<file path="config.mk">
export PLATFORM = sky130hd
export DESIGN_NAME = mac_issue
export DESIGN_NICKNAME = d
export VERILOG_FILES = /design/src/rtl/mac_issue_pkg.sv /design/src/rtl/mac_lat_cnt.sv /design/src/rtl/mac_issue.sv
export SDC_FILE = /design/constraint.sdc
export NUM_CORES = 1
export LEC_CHECK = 0
export BUFFER_PORTS_ARGS = -buffer_cell sky130_fd_sc_hd__buf_2
export CORE_MARGIN = 2
export CORE_UTILIZATION = 56
export DETAILED_ROUTE_END_ITERATION = 6
export PLACE_DENSITY_LB_ADDON = 0.08
export SKIP_CTS_REPAIR_TIMING = 1
export SLEW_MARGIN = 0
export SYNTH_ARGS = -nofsm -noshare
export SYNTH_HDL_FRONTEND = slang
export SYNTH_SLANG_ARGS = --single-unit
</file>
<file path="constraint.sdc">
create_clock -name CLK -period 13.11 [get_ports CLK]
set_input_delay 0.6555 -clock CLK [delete_from_list [all_inputs] [get_ports CLK]]
set_output_delay 0.6555 -clock CLK [all_outputs]
set_load 0.05 [all_outputs]
</file>
<file path="src/rtl/mac_issue_pkg.sv">
// Shared definitions for the MAC issue block: op encodings, sequencer states, latency table.
package mac_issue_pkg;

  localparam logic [3:0] OP_LDS_R   = 4'b0000;
  localparam logic [3:0] OP_MUL_L   = 4'b0001;
  localparam logic [3:0] OP_DMULS_L = 4'b0010;
  localparam logic [3:0] OP_DMULU_L = 4'b0011;
  localparam logic [3:0] OP_MULS_W  = 4'b0110;
  localparam logic [3:0] OP_MULU_W  = 4'b0111;
  localparam logic [3:0] OP_LDS_M   = 4'b1000;
  localparam logic [3:0] OP_MAC_L   = 4'b1001;
  localparam logic [3:0] OP_MAC_W   = 4'b1011;
  localparam logic [3:0] OP_CLRMAC  = 4'b1111;

  localparam int CNT_W = 8;

  typedef enum logic [2:0] {
    IDLE, FETCH_A, BEAT_A, FETCH_B, BEAT_B, DONE
  } state_e;

  function automatic logic is_mem_op(input logic [3:0] op);
    return (op == OP_MAC_L) || (op == OP_MAC_W);
  endfunction

  function automatic logic is_long_op(input logic [3:0] op);
    return (op == OP_MUL_L) || (op == OP_DMULS_L) || (op == OP_DMULU_L);
  endfunction

  function automatic logic is_word_mul(input logic [3:0] op);
    return (op == OP_MULS_W) || (op == OP_MULU_W);
  endfunction

  // Ops that write MACH/MACL directly and so must not race an in-flight product.
  function automatic logic is_lds_clr(input logic [3:0] op);
    return (op == OP_LDS_R) || (op == OP_LDS_M) || (op == OP_CLRMAC);
  endfunction

  function automatic logic is_lat_op(input logic [3:0] op);
    return is_long_op(op) || is_word_mul(op) || is_mem_op(op);
  endfunction

  function automatic logic [CNT_W-1:0] sh2_lat(input logic [3:0] op);
    logic [CNT_W-1:0] lat;
    lat = CNT_W'(1);
    if (is_long_op(op) || op == OP_MAC_W) lat = CNT_W'(2);
    if (op == OP_MAC_L)                   lat = CNT_W'(3);
    return lat;
  endfunction

endpackage

</file>
<file path="src/rtl/mac_lat_cnt.sv">
// Result-latency down-counter and STS MACx stall generation.
// MAC_TIMING_EN selects per-op SH-2 latencies instead of the flat MUL_LAT.
module mac_lat_cnt
  import mac_issue_pkg::*;
#(
  parameter int MUL_LAT = 1
) (
  input  logic       clk_i,
  input  logic       rst_ni,
  input  logic       ce_i,
  input  logic       soft_rst_ni,
  input  logic       we_i,
  input  logic       sel1_i,
  input  logic [3:0] op_i,
  input  logic       busy_i,
  input  logic       sts_req_i,
  output logic       zero_o,
  output logic       sts_stall_o
);

  logic [CNT_W-1:0] cnt_q, cnt_d, lat;
  logic             load;

  assign load = we_i & sel1_i & is_lat_op(op_i);

`ifdef MAC_TIMING_EN
  assign lat = sh2_lat(op_i);
`else
  assign lat = CNT_W'(MUL_LAT);
`endif

  always_comb begin
    cnt_d = cnt_q;
    if (load)             cnt_d = lat;
    else if (cnt_q != '0) cnt_d = cnt_q - CNT_W'(1);
  end

  always_ff @(posedge clk_i or negedge rst_ni) begin
    if (!rst_ni)          cnt_q <= '0;
    else if (ce_i)        cnt_q <= soft_rst_ni ? cnt_d : '0;
  end

  assign zero_o      = (cnt_q == '0);
  assign sts_stall_o = sts_req_i & (~zero_o | busy_i);

endmodule

</file>
<file path="src/rtl/mac_issue.sv">
// CPU-side issue sequencer for the multiplier's MAC_SEL/MAC_OP/MAC_WE interface.
// Optional macro MAC_TIMING_EN (see mac_lat_cnt) enables SH-2 per-op latencies.
module mac_issue
  import mac_issue_pkg::*;
#(
  parameter int MUL_LAT = 1
) (
  input  logic        CLK,
  input  logic        RST_N,
  input  logic        CE_R,
  input  logic        RES_N,
  input  logic        ID_REQ,
  input  logic [3:0]  ID_OP,
  input  logic [1:0]  ID_SEL,
  input  logic        ID_S,
  input  logic [31:0] ID_RM,
  input  logic [31:0] ID_RN,
  input  logic        ID_SAME,
  output logic        ID_ACK,
  output logic [31:0] MEM_A,
  output logic        MEM_SZ,
  output logic        MEM_REQ,
  input  logic        MEM_BUSY,
  input  logic [31:0] MEM_DI,
  output logic        RN_INC,
  output logic        RM_INC,
  output logic [2:0]  INC_VAL,
  output logic [1:0]  MAC_SEL,
  output logic [3:0]  MAC_OP,
  output logic        MAC_S,
  output logic        MAC_WE,
  output logic [31:0] MAC_DI,
  output logic [31:0] MAC_A,
  input  logic        STS_REQ,
  output logic        STS_STALL
);

  state_e      state_q, state_d;
  logic [3:0]  op_q;
  logic [1:0]  sel_q;
  logic        s_q, same_q;
  logic [31:0] rm_q, rn_q, data_q;
  logic        accept, cnt_zero, long_q;
  logic [2:0]  inc;
  logic [31:0] addr_b;

  assign long_q = (op_q == OP_MAC_L);
  assign inc    = long_q ? 3'd4 : 3'd2;
  // Rm==Rn means the second operand sits right after the first, past the pending Rn increment.
  assign addr_b = same_q ? (rn_q + {29'd0, inc}) : rm_q;

  always_comb begin
    state_d = state_q;
    accept  = 1'b0;
    ID_ACK  = 1'b0;
    MEM_A   = '0;
    MEM_SZ  = 1'b0;
    MEM_REQ = 1'b0;
    RN_INC  = 1'b0;
    RM_INC  = 1'b0;
    INC_VAL = '0;
    MAC_SEL = '0;
    MAC_OP  = '0;
    MAC_S   = 1'b0;
    MAC_WE  = 1'b0;
    MAC_DI  = '0;
    MAC_A   = '0;
    case (state_q)
      IDLE: begin
        if (ID_REQ && (cnt_zero || !is_lds_clr(ID_OP))) begin
          accept  = 1'b1;
          state_d = is_mem_op(ID_OP) ? FETCH_A : BEAT_A;
        end
      end
      FETCH_A: begin
        MEM_REQ = 1'b1;
        MEM_A   = rn_q;
        MEM_SZ  = long_q;
        if (!MEM_BUSY) state_d = BEAT_A;
      end
      BEAT_A: begin
        MAC_WE = 1'b1;
        MAC_OP = op_q;
        MAC_S  = s_q;
        if (is_mem_op(op_q)) begin
          MAC_SEL = 2'b01;
          MAC_DI  = data_q;
          MAC_A   = rn_q;
          RN_INC  = 1'b1;
          INC_VAL = inc;
          state_d = FETCH_B;
        end else if (is_long_op(op_q)) begin
          MAC_SEL = 2'b01;
          MAC_DI  = rn_q;
          state_d = BEAT_B;
        end else begin
          state_d = DONE;
          if (op_q == OP_CLRMAC) begin
            MAC_SEL = 2'b11;
          end else if (is_word_mul(op_q)) begin
            MAC_SEL = 2'b10;
            MAC_DI  = {rn_q[15:0], rm_q[15:0]};
          end else begin
            MAC_SEL = sel_q;
            MAC_DI  = rm_q;
          end
        end
      end
      FETCH_B: begin
        MEM_REQ = 1'b1;
        MEM_A   = addr_b;
        MEM_SZ  = long_q;
        if (!MEM_BUSY) state_d = BEAT_B;
      end
      BEAT_B: begin
        MAC_WE  = 1'b1;
        MAC_OP  = op_q;
        MAC_S   = s_q;
        MAC_SEL = 2'b10;
        MAC_DI  = rm_q;
        state_d = DONE;
        if (is_mem_op(op_q)) begin
          MAC_DI  = data_q;
          MAC_A   = addr_b;
          RM_INC  = 1'b1;
          INC_VAL = inc;
        end
      end
      DONE: begin
        ID_ACK  = 1'b1;
        state_d = IDLE;
      end
      default: state_d = IDLE;
    endcase
  end

  always_ff @(posedge CLK or negedge RST_N) begin
    if (!RST_N)    state_q <= IDLE;
    else if (CE_R) state_q <= RES_N ? state_d : IDLE;
  end

  always_ff @(posedge CLK) begin
    if (CE_R && accept) begin
      op_q   <= ID_OP;
      sel_q  <= ID_SEL;
      s_q    <= ID_S;
      rm_q   <= ID_RM;
      rn_q   <= ID_RN;
      same_q <= ID_SAME;
    end
    if (CE_R && MEM_REQ && !MEM_BUSY) data_q <= MEM_DI;
  end

  mac_lat_cnt #(.MUL_LAT(MUL_LAT)) u_lat (
    .clk_i       (CLK),
    .rst_ni      (RST_N),
    .ce_i        (CE_R),
    .soft_rst_ni (RES_N),
    .we_i        (MAC_WE),
    .sel1_i      (MAC_SEL[1]),
    .op_i        (op_q),
    .busy_i      (state_q != IDLE),
    .sts_req_i   (STS_REQ),
    .zero_o      (cnt_zero),
    .sts_stall_o (STS_STALL)
  );

endmodule

</file>
==> metrics.md, run 1 <==
| Metric | Value |
|---|---|
| Final Max Slew Viols | 0 |
| Xor and xnor area share after synthesis | 0.600% |
| Post-Synth Adder-Cell Area | 0.788% |
| Syn_nets | 879 |
| Power per Cell Area | 217 nW/µm² |
| Largest net degree at the start of global routing | 46 |
| Layout fillers | 997 |
| Crit end category | primary output |
| Bufs and invs on worst path | 2 |
| Leak Pwr | around 3.8 nW |
| Sequential area share after synthesis | 46.5% |
| Synthesis Warnings | 0 |
| I/O pin cnt | approximately 220 |
| Hpwl dp | 17,200 µm |
| Final core utilization | 70.7% |
| Post-synth cell types | 73 |
| Worst path slowest cell | nor3_2 |
| FFs w/ async S/R, synth | 9.57% |
| CTS clk-pin slew, worst paths | 0.06 ns |
| Fin crit share | a little over a third |
| CP Max Fanout | 19 |
| Global-route usage over all layers | 35.5% |
| CTS max path bufs | 2 |
| Min-delay worst type | primary input to async pin |
| Critical-path cell list | and3b_1, nand2b_1, inv_1, fa_1, nand4_1, nor3_2, and2_1, a311oi_1, a211oi_1, buf_2 |
| Clk sink count | 115 |
| Max cap viols | 0 |
| Vias in the first global route | 7,119 |
| Chip height | around 120 µm |
| Vias per std cell | 6.64 |
| Layout cells sized above 1 | between 20% and 30% |
| Vias | 7,478 |
| GRT overflow | 0 |
| Family with the most delay on the worst path | simple AND/OR/NAND/NOR gates |
| Worst Max-Slew Pin Slew | 1.21 ns |
| Fin. Hold Viols | 0 |
| Synth Instances | 764 |
| Flop and latch count out of synthesis | 115 |
| Core area | 12,700 µm² |
| H-Tree Depth | 4 |
| Final setup vio count | 0 |
| Dominant synthesized flop cell | edfxtp_1 |
| Fmax | 208 MHz |
| Row cnt | 41 |
| DRC | 0 |
| Clk Latency, worst-skew pair | 0.43 ns |
| Layout Area Growth over Synthesis | 22.7% |
| Min Tclk post-route | slightly below 5 ns |
| CTS tree | built |
| Status | completed |
| Slew headroom | 19.2% |
| Initial Util | 57.6% |
| Post-Syn Area | between 7000 and 8000 µm² |
| Clock skew | 0.00959 ns |
| Post-synthesis compound-gate area fraction | 27.5% |
| Nets | 1,057 |
| Wire length per cell | 22.3 µm |
| VDD IR max | 131 µV |
| Antenna-violating nets left | 0 |
| Kind of critical path | flop to primary output |
| Unrepaired setup endpoints after global routing | false |
| DR pass1 iterations | 6 |
| Post-synth EDFFs | 104 |
| Setup_tns | 0 ns |
| Largest family of logic cells by synthesized area | compound AO/OA/AOI/OAI gates |
| Die width | 118 µm |
| Routed wire length | roughly 25,000 µm |
| First-pass GRT wire length | 38,300 µm |
| Port bufs | 222 |
| Worst path max stage delay | around 0.9 ns |
| Full die area | 14,000 µm² |
| Post-Synth Simple-Gate Area | between 10% and 20% |
| Mux contribution to synthesized area | 3.03% |
| CP Data Required Time | 12.45 ns |
| Syn avg cell area | 9.56 µm² |
| Initial antenna violation count | 0 |
| Final GP Congestion | 0.936 |
| Num CTS Buffers | 17 |
| Antenna diode count | 0 |
| Crit start category | flop |
| Root Driver | clkbuf_16 |
| DR iter-0 viols | roughly 1,000 |
| CP arrival | just over 4 ns |
cells by family (layout without fill, tap and decap cells):
group                      after synthesis  in the layout
muxes                                   22             22
AOI/OAI and AO/OA                      298            298
xor gates and xnor gates                 5              5
and+or+nand+nor                        228            228
other                                    1              1
buffers and inverters                   91            282
adders and majority gates                4              4
DFF                                    115            115
worst register-to-register path, cell delays in order (launching register included):
cell and delay [ns]:
dfrtp_1 0.41, inv_1 0.10, ha_1 0.20, nor3b_1 0.53, a32o_1 0.32, nand3_1 0.10, nor4_2 0.22, buf_4 0.53
path summary, 6_finish.rpt:
path,startpoint,end,slack [ns],cells after the start
setup / recovery,op_q[2],MEM_A[19],8.31,10
hold / removal,RST_N,u_lat.cnt_q[7],0.10,1
setup reg to reg,u_lat.cnt_q[0],rm_q[9],10.29,7
hold reg to reg,u_lat.cnt_q[6],u_lat.cnt_q[6],0.50,1
max in group asynchronous,RST_N,u_lat.cnt_q[3],12.79,1
min in group CLK,MEM_DI[4],data_q[4],0.40,1
cell usage in the layout (no fill, tap or decap), types with 5 or more instances in the layout:
cell type,instances
nand3_1,24
o211a_1,7
a22oi_1,34
a31o_2,5
nor3_1,8
nand2_1,56
a32o_1,7
dfrtp_1,11
inv_1,16
and3_1,8
nor2_1,47
nand2b_1,7
or3_1,5
a31oi_1,24
a211oi_1,6
o21ai_0,98
a2bb2oi_1,18
nor4_1,5
and2_1,10
nand4_1,11
clkbuf_16,17
inv_6,8
a21oi_1,30
buf_4,11
mux2i_1,21
o211ai_1,9
nor2b_1,18
buf_2,222
o2bb2ai_1,9
o21a_1,6
edfxtp_1,104
a22o_1,14
routing by layer:
layer	routed length, µm	GRT usage (%)
met2	11600	53.6
met3	2800	8.93
met5	0	0
met4	1020	17.9
met1	9760	47.4
power breakdown:
group	internal, W	switching (W)	leakage [nW]
registers	0.000465	0.0000750	1.09
clock network	0.000246	0.000186	0.257
logic	0.000236	0.000736	2.41
metrics by stage:
| stage | instances | worst slack (ns) | hold slack, ns | total power (W) | instance area (µm²) |
|---|---|---|---|---|---|
| floorplan | 764 | 4.32 | 0.360 | 0.00126 | 7300 |
| global placement | 1095 | 8.93 | 0.484 | 0.00148 | 8420 |
| detailed placement | 1095 | 8.86 | 0.483 | 0.00150 | 8420 |
| CTS | 1127 | 8.38 | 0.0918 | 0.00193 | 8960 |
| global route | 1127 | 8.08 | 0.103 | 0.00202 | 8960 |
| finish | 1127 | 8.31 | 0.104 | 0.00194 | 8960 |
layout make-up:
| class | count | area (µm²) | share of cell area (%) |
|---|---|---|---|
| Timing Repair Buffer | 233 | 1190 | 13.3 |
| Sequential cell | 115 | 3400 | 37.9 |
| Multi-Input combinational cell | 558 | 3550 | 39.6 |
| Tap cell | 172 | 215 | 2.40 |
| Clock inverter | 14 | 116 | 1.30 |
| Clock buffer | 18 | 429 | 4.79 |
| Inverter | 17 | 63.8 | 0.712 |
state kept, by name, summed over array words and instances, names as in the netlist:
name	flops
data_q	32
op_q	4
state_q	3
u_lat.cnt_q	8
same_q	1
s_q	1
rm_q	32
rn_q	32
sel_q	2
cell usage after synthesis (10+ instances only):
cell | n | area, µm²
a21oi_1 | 30 | 150
a22o_1 | 14 | 123
a22oi_1 | 34 | 255
a2bb2oi_1 | 18 | 158
a31oi_1 | 24 | 150
and2_1 | 10 | 62.6
clkbuf_1 | 51 | 191
dfrtp_1 | 11 | 275
edfxtp_1 | 104 | 3120
inv_1 | 16 | 60.1
mux2i_1 | 21 | 210
nand2_1 | 56 | 210
nand3_1 | 24 | 120
nand4_1 | 11 | 68.8
nor2_1 | 47 | 176
nor2b_1 | 18 | 113
o21ai_0 | 98 | 490
Power figures use the tool's default switching activity.
==> inputs of run 2 (changes only) <==
--- a/config.mk
+++ b/config.mk
@@ -7,7 +7,7 @@
 export LEC_CHECK = 0
 export BUFFER_PORTS_ARGS = -buffer_cell sky130_fd_sc_hd__buf_2
 export CORE_MARGIN = 2
-export CORE_UTILIZATION = 56
+export CORE_UTILIZATION = 52
 export DETAILED_ROUTE_END_ITERATION = 6
 export PLACE_DENSITY_LB_ADDON = 0.08
 export SKIP_CTS_REPAIR_TIMING = 1
==> constraint.sdc (replaced) <==
create_clock -name CLK -period 4.6 [get_ports CLK]
set_input_delay 0.23 -clock CLK [delete_from_list [all_inputs] [get_ports CLK]]
set_output_delay 0.23 -clock CLK [all_outputs]
set_load 0.05 [all_outputs]
==> run 2 against run 1 <==
- sequential cell count unchanged
- worst setup slack worse by 7.9 ns
- non-clock buffer count up 106
- global-route usage down 1.1 points
- combinational power rose to 3.0 times the previous value
- first-iteration DRC count up 14%
- critical path type unchanged
- largest power group unchanged
- highest routed layer unchanged
==> metrics.md, run 2 (same netlist as run 1, synthesis figures left out) <==
| Metric | Value |
|---|---|
| CP Max Fanout | 17 |
| Worst path max stage delay | 0.90 ns |
| Final Max Slew Viols | 0 |
| CP Data Required Time | 4.37 ns |
| I/O pin cnt | 224 |
| Num CTS Buffers | 17 |
| Layout cells sized above 1 | between 20% and 30% |
| Final core utilization | 72.7% |
| CTS clk-pin slew, worst paths | 0.06 ns |
| Hold wc startpoint | ID_RN[18] |
| Chip height | 123 µm |
| Unrepaired setup endpoints after global routing | false |
| Initial Util | between 50% and 60% |
| Power per Cell Area | 572 nW/µm² |
| Crit end category | primary output |
| Kind of critical path | flop to primary output |
| Fin. Hold Viols | 0 |
| CTS tree | built |
| Row cnt | 43 |
| Setup ws final | 0.376 ns |
| Layout Area Growth over Synthesis | 37.6% |
| Routed wire length | 27,700 µm |
| Initial antenna violation count | 0 |
| Port bufs | 222 |
| Vias in the first global route | 7,127 |
| Global-route usage over all layers | 34.4% |
| Antenna diode count | 0 |
| Setup_tns | 0 ns |
| Sequential Area | 3400 µm² |
| Core area | 13,800 µm² |
| Full die area | between 15,000 and 20,000 µm² |
| Fmax | 237 MHz |
| Vias | 8,045 |
| Antenna-violating nets left | 0 |
| Min Tclk post-route | 4.22 ns |
| Largest net degree at the start of global routing | 46 |
| Crit start category | flop |
| Clk sink count | approximately 120 |
| Fin crit share | between 90% and 100% |
| Root Driver | clkbuf_16 |
| Leak Pwr | 4.23 nW |
| Clock skew | between 0.007 and 0.008 ns |
| DR pass1 iterations | 6 |
| First-pass GRT wire length | slightly below 40,000 µm |
| Wire length per cell | 22.4 µm |
| Min-delay worst type | primary input to flop |
| Status | completed |
| Die width | 123 µm |
| CP arrival | ~4.0 ns |
| Layout fillers | 1,012 |
| Place WS | around 0.86 ns |
| Family with the most delay on the worst path | simple AND/OR/NAND/NOR gates |
| H-Tree Depth | 4 |
| Hpwl dp | 17,400 µm |
| Worst path slowest cell | nor3_2 |
| DR iter-0 viols | 1,187 |
| R2r startpoint | state_q[2] |
| Total power | 0.00575 W |
| VDD IR max | 504 µV |
| Worst Max-Slew Pin Slew | 1.17 ns |
| GRT overflow | 0 |
| Area of the multi-input gates | ~3600 µm² |
| Regs by FF count | data_q: 32 flops, rm_q: 32 flops, rn_q: 32 flops |
| Final GP Congestion | 0.890 |
| Nets | around 1,200 |
| Most frequent cells in the layout | buf_2, edfxtp_1, dlygate4sd3_1, o21ai_0, nand2_1 |
| Bufs and invs on worst path | 2 |
| Final setup vio count | 0 |
| CP startpoint | op_q[2] |
| Most common cell after layout, fill and taps aside | buf_2 |
| Max cap viols | 0 |
| DRC | 0 |
| Slew headroom | about a fifth |
| Clk Latency, worst-skew pair | roughly 0.43 ns |
| Vias per std cell | 6.48 |
| Critical-path cell list | and3b_1, nand2b_1, inv_1, fa_1, nand4_1, nor3_2, and2_1, nand2_1, o311ai_0, buf_2 |
| CTS max path bufs | 2 |
run 2: through the flow:
stage / cells / hold slack, ns / area [µm²]
2_1_floorplan: 764 / -0.0656 / 7320
3_3_place_gp: 1109 / 0.111 / 8480
3_5_place_dp: 1109 / 0.114 / 8480
4_1_cts: 1141 / -0.336 / 9050
5_1_grt: 1241 / 0.0000648 / 10100
6_report: 1241 / 0.00590 / 10100
run 2: per-layer routing:
layer,vias up,global-route usage [%],wire length [µm]
met2,634,51.8,13200
met5,-,0,0
met3,113,10.2,3140
li1,3529,-,-
met1,3769,43.7,10200
met4,0,20.8,1270
run 2: area by class of cell:
| class | instances | share of cell area, % |
|---|---|---|
| clock buffer | 17 | 4.23 |
| clock inverter | 15 | 1.43 |
| sequential | 115 | 33.8 |
| timing repair buffer | 339 | 22.3 |
| inverter | 17 | 0.635 |
| tap | 180 | 2.24 |
| multi-input combinational | 558 | 35.4 |
run 2: power breakdown:
part / switching (W) / internal [W]
Combinational: 0.00213 / 0.000747
Clock: 0.000551 / 0.000756
Sequential: 0.000237 / 0.00133
run 2: worst reg2reg max path: cells and delay by family (launching register included):
| family | cells | cell delay, ns |
|---|---|---|
| buf+inv | 2 | 1.03 |
| compound gates | 4 | 0.96 |
| flops | 1 | 0.64 |
| simple gates | 1 | 0.17 |
run 2: path summary, 6_finish.rpt:
kind,end,depth (start not counted),slack [ns]
worst max-delay path,MAC_A[27],10,0.38
worst min-delay path,rn_q[18],1,0.006
worst max register to register,state_q[2],7,1.74
worst min register to register,u_lat.cnt_q[6],1,0.50
max in group asynchronous,state_q[2],2,4.20
min in group asynchronous,u_lat.cnt_q[7],2,0.20
